**src/rtl/stack_pkg.sv**
```systemverilog
// Shared types and defaults for the stack responder: FSM encoding, default
// parameter values and the count-width helper.
package stack_pkg;

  typedef enum logic [1:0] {
    IDLE   = 2'd0,
    POP_WR = 2'd1,
    ACK    = 2'd2
  } state_t;

  localparam int DATA_W_DEF = 8;
  localparam int DEPTH_DEF  = 16;
  localparam int ADDR_W_DEF = 8;

  // count must represent 0..DEPTH inclusive, hence one bit above the index.
  function automatic int count_w(input int depth);
    return $clog2(depth) + 1;
  endfunction

endpackage

```
**src/rtl/stack_mem.sv**
```systemverilog
// LIFO storage: DEPTH x DATA_W register file, one synchronous write port and
// one asynchronous read port. Contents are intentionally not reset.
module stack_mem #(
  parameter int DATA_W = 8,
  parameter int DEPTH  = 16,
  parameter int AW     = $clog2(DEPTH)
) (
  input  logic              clk,
  input  logic              we,
  input  logic [AW-1:0]     waddr,
  input  logic [DATA_W-1:0] wdata,
  input  logic [AW-1:0]     raddr,
  output logic [DATA_W-1:0] rdata
);

  logic [DATA_W-1:0] mem [DEPTH];

  always_ff @(posedge clk) begin
    if (we) mem[waddr] <= wdata;
  end

  assign rdata = mem[raddr];

endmodule

```
**src/rtl/stack_responder.sv**
```systemverilog
// Push/pop responder with LIFO storage; a pop also writes the word to data RAM.
// Define STACK_ERR_FLAGS_EN to get sticky overflow/underflow flags (else tied 0).
module stack_responder
  import stack_pkg::*;
#(
  parameter int DATA_W = DATA_W_DEF,
  parameter int DEPTH  = DEPTH_DEF,
  parameter int ADDR_W = ADDR_W_DEF
) (
  input  logic                       clk,
  input  logic                       reset,
  input  logic                       push_req,
  input  logic [DATA_W-1:0]          push_data,
  input  logic                       pop_req,
  input  logic [ADDR_W-1:0]          pop_addr,
  output logic                       ack,
  output logic [DATA_W-1:0]          tos,
  output logic [count_w(DEPTH)-1:0]  count,
  output logic                       empty,
  output logic                       full,
  output logic                       ram_we,
  output logic [ADDR_W-1:0]          ram_addr,
  output logic [DATA_W-1:0]          ram_wdata,
  output logic                       overflow,
  output logic                       underflow
);

  localparam int CW = count_w(DEPTH);
  localparam int AW = $clog2(DEPTH);

  // Handshake: the requester holds *_req (and its data) until it samples
  // ack high, then drops it the following cycle. ack is a single-cycle pulse.
  state_t            state, state_nxt;
  logic [CW-1:0]     count_r;
  logic              do_push, do_pop, mem_we;
  logic [AW-1:0]     wr_idx, rd_idx;
  logic [DATA_W-1:0] rd_word;

  assign empty = (count_r == '0);
  assign full  = (count_r == CW'(DEPTH));

  always_comb begin
    state_nxt = state;
    do_push   = 1'b0;
    do_pop    = 1'b0;
    case (state)
      IDLE: begin
        if (push_req) begin
          do_push   = 1'b1;
          state_nxt = ACK;
        end else if (pop_req) begin
          do_pop    = 1'b1;
          state_nxt = empty ? ACK : POP_WR;
        end
      end
      POP_WR:  state_nxt = ACK;
      ACK:     state_nxt = IDLE;
      default: state_nxt = IDLE;
    endcase
  end

  assign mem_we = do_push && !full;
  assign wr_idx = AW'(count_r);
  assign rd_idx = AW'(count_r - CW'(1));

  stack_mem #(
    .DATA_W (DATA_W),
    .DEPTH  (DEPTH),
    .AW     (AW)
  ) u_mem (
    .clk   (clk),
    .we    (mem_we),
    .waddr (wr_idx),
    .wdata (push_data),
    .raddr (rd_idx),
    .rdata (rd_word)
  );

  // The RAM word and address are captured at the pop edge so POP_WR can
  // drive them while count already reflects the removal.
  always_ff @(posedge clk) begin
    if (reset) begin
      state     <= IDLE;
      count_r   <= '0;
      ram_addr  <= '0;
      ram_wdata <= '0;
    end else begin
      state <= state_nxt;
      if (mem_we) count_r <= count_r + CW'(1);
      if (do_pop && !empty) begin
        count_r   <= count_r - CW'(1);
        ram_addr  <= pop_addr;
        ram_wdata <= rd_word;
      end
    end
  end

`ifdef STACK_ERR_FLAGS_EN
  always_ff @(posedge clk) begin
    if (reset) begin
      overflow  <= 1'b0;
      underflow <= 1'b0;
    end else begin
      if (do_push && full) overflow  <= 1'b1;
      if (do_pop && empty) underflow <= 1'b1;
    end
  end
`else
  assign overflow  = 1'b0;
  assign underflow = 1'b0;
`endif

  assign ack    = (state == ACK);
  assign ram_we = (state == POP_WR);
  assign tos    = empty ? '0 : rd_word;
  assign count  = count_r;

endmodule
```
**config.mk**
```make
export PLATFORM = sky130hd
export DESIGN_NAME = stack_responder
export DESIGN_NICKNAME = d
export VERILOG_FILES = /design/src/rtl/stack_pkg.sv /design/src/rtl/stack_mem.sv /design/src/rtl/stack_responder.sv
export SDC_FILE = /design/constraint.sdc
export NUM_CORES = 1
export LEC_CHECK = 0
export BUFFER_PORTS_ARGS = -buffer_cell sky130_fd_sc_hd__buf_2
export CORE_MARGIN = 2
export CORE_UTILIZATION = 35
export DETAILED_ROUTE_END_ITERATION = 8
export PLACE_DENSITY = 0.55
export REMOVE_ABC_BUFFERS = 1
export SYNTH_ARGS = -nofsm -noshare
export SYNTH_HDL_FRONTEND = slang
export SYNTH_SLANG_ARGS = --single-unit
```
**constraint.sdc**
```tcl
create_clock -name clk -period 7.1 [get_ports clk]
set_input_delay 1.42 -clock clk [delete_from_list [all_inputs] [get_ports clk]]
set_output_delay 1.42 -clock clk [all_outputs]
set_load 0.05 [all_outputs]
```
==> run metrics <==
GRT Total Usage 15.0%; R2R depth 8; cell family with most CP delay buffers and inverters; die area 18700 um2; synthesized cell area 6170 um2; Critical Path Sink Type output pin; Post-Route Setup TNS 0 ns; DP Wirelength 8.53 mm; Synth async-reset ratio 0%; # setup viols final 0; Final Net Count 435; Post-CTS Resized 0; Rows between 40 and 50; minimum clock period 5.25 ns; syn avg cell area approximately 17 um2; Max-cap violations 0; post-CTS setup buffer count 0; Max Buffers Root-to-Sink 2; I/O Buffers 52; Die Wd 137 um; critical path required time 5.68 ns; number of diodes 0; VDD IR-drop max 158 uV; largest net degree at the start of global routing between 40 and 50; hold path cells 2; CTS Buf Count 17; Post-synth EDFFs 128; hold slack final 0.453 ns; WL per Instance 20.6 um; Worst Path Class, Setup reg2out; grt total ovfl 0; CP cell instances buf_4 > inv_1 > ha_1 > buf_4 > mux4_2 > mux2_2 > mux2i_1 > nor2_1 > buf_2; Slew HR between 10% and 20%; cts hold-fix bufs 0; 1st-pass router iterations 4; crit path max-delay cell type ha_1; top cell type's share of synthesized area 62.3%; I/O Pins 55; TritonCTS clock tree done; outcome finished, final reports clean; H-tree depth 4; CP Launch Type flop; vias per cell 5.10; die span in y 137 um; Slew @ Worst Pin 1.21 ns; Crit. path cell count 9; Skew-Pair Late Insertion Delay 0.43 ns; Cell variety after synth between 40 and 50; final hold violation count 0; CP max stage delay 0.62 ns; leakage between 2 and 2.5 nW; Final Non-Filler Cells 648; initial core utilization 35.7%; DRC viols 0; CP Buf/Inv Count 4; critical-path maximum fanout 40; Crit path top cell by count buf_4; DR iter-0 viols 261; Critical Path AT about 3.8 ns; total detailed-routing wirelength 13.4 mm; FF+latch count, synth 151; YS warnings 0; period utilization 73.9%; Cell Pwr Density 417 nW/um2; vias in the first global route 3447; worst min path class reg2reg; maximum clock rate 191 MHz; routed via count 3305; antenna violations before repair 0; core area 17300 um2; RSZ-0062 raised after global routing no; clk sink count 151; Placed Cells 616; Post-Synthesis Cells 356; top area cells in the synthesized netlist edfxtp_1 (62%), mux4_2 (12%), dfxtp_1 (7.5%); Setup Skew 0.0175 ns; Post-synth top flop edfxtp_1; DRT antenna net count 0; Root Driver clkbuf_16; area delta synth->final 16.9%; share of cells above drive strength 1 32.6%; GP Congestion 0.786; Clock transition at path regs 0.06 ns; Seq/Total Area, Yosys 69.7%; post-synth top area cell edfxtp_1; first-pass GRT wire length 20.0 mm; Pins Over Slew Limit 0
==> metal layers <==
layer,global-route usage (%),share of wire (%)
met5,0,0
met4,6.70,1.5
met3,3.04,3.6
met2,25.0,52
met1,19.1,43
==> cells by family after synthesis <==
logic type / count (synthesis) / synth area share, %
xor gates and xnor gates: 2 / 0.284
other: 1 / 0.0608
buffers and inverters: 25 / 1.99
muxes: 56 / 15.9
and+or+nand+nor: 88 / 7.54
DFF: 151 / 69.7
AOI/OAI and AO/OA: 28 / 3.49
adders and majority gates: 5 / 1.01
==> cell usage after synthesis, types with 2 or more instances <==
master and number:
nor3b_1 3, or4b_1 2, inv_1 3, nor3_1 5, nand3_1 12, and4_1 3, ha_1 5, nor2b_1 2
buf_1 2, edfxtp_1 128, nor2_1 13, a21oi_1 11, nand2_1 27, mux2i_1 8, a32oi_1 8, buf_4 4
and3_1 4, clkbuf_1 9, mux2_2 16, and2_1 12, mux4_2 32, buf_2 4, dfxtp_1 23
==> final timing paths <==
path / startpoint / endpoint / slack, ns
setup / recovery: count[0] / tos[2] / 1.85
hold / removal: ram_wdata[5] / ram_wdata[5] / 0.45
setup reg to reg: count[0] / ram_wdata[7] / 3.77
hold reg to reg: ram_wdata[5] / ram_wdata[5] / 0.45
==> flip-flops by register name (all words and copies together) (netlist names) <==
register / count
ram_addr: 8
state: 2
ram_wdata: 8
count: 5
u_mem.mem: 128
==> tightest hold or removal path, cell delays in order (launching register included) <==
cell and delay (ns):
dfxtp_1 0.31, nand3_1 0.06, nand2_1 0.04
==> layout make-up <==
type | instances | area, um2
tap | 225 | 282
fill | 1573 | 10100
inverter | 5 | 20.0
sequential | 151 | 4310
clock buffer | 19 | 433
timing repair buffer | 54 | 275
multi-input combinational | 181 | 1760
clock inverter | 13 | 144
==> through the flow <==
stage	cell area [um2]	setup WS (ns)	power [mW]	utilization (%)
CTS	7220	1.73	3.03	41.7
finish	7220	1.85	3.01	41.7
floorplan	6070	1.13	1.87	-
detailed placement	6640	2.17	2.16	38.4
global placement	6640	2.22	2.15	38.4
global route	7220	1.53	3.13	41.7
==> power by group <==
| group | switching [mW] | internal [mW] | total, mW |
|---|---|---|---|
| registers | 0.0285 | 1.02 | 1.05 |
| logic | 0.704 | 0.378 | 1.08 |
| clock network | 0.358 | 0.521 | 0.879 |
==> cell usage in the layout (no fill, tap or decap), types with 3 or more instances in the layout <==
master | Yosys | routed
a21oi_1 | 11 | 11
a32oi_1 | 8 | 8
and2_1 | 12 | 12
and3_1 | 4 | 4
and4_1 | 3 | 3
buf_2 | 4 | 52
clkbuf_16 | 0 | 17
clkinv_2 | 1 | 3
dfxtp_1 | 23 | 22
edfxtp_1 | 128 | 128
ha_1 | 5 | 5
inv_1 | 3 | 3
inv_6 | 0 | 3
mux2_2 | 16 | 16
mux2i_1 | 8 | 8
mux4_2 | 32 | 32
nand2_1 | 27 | 27
nand3_1 | 12 | 12
nor2_1 | 13 | 13
nor3_1 | 5 | 5
nor3b_1 | 3 | 3
No activity file was read; power rests on OpenSTA's default activity.
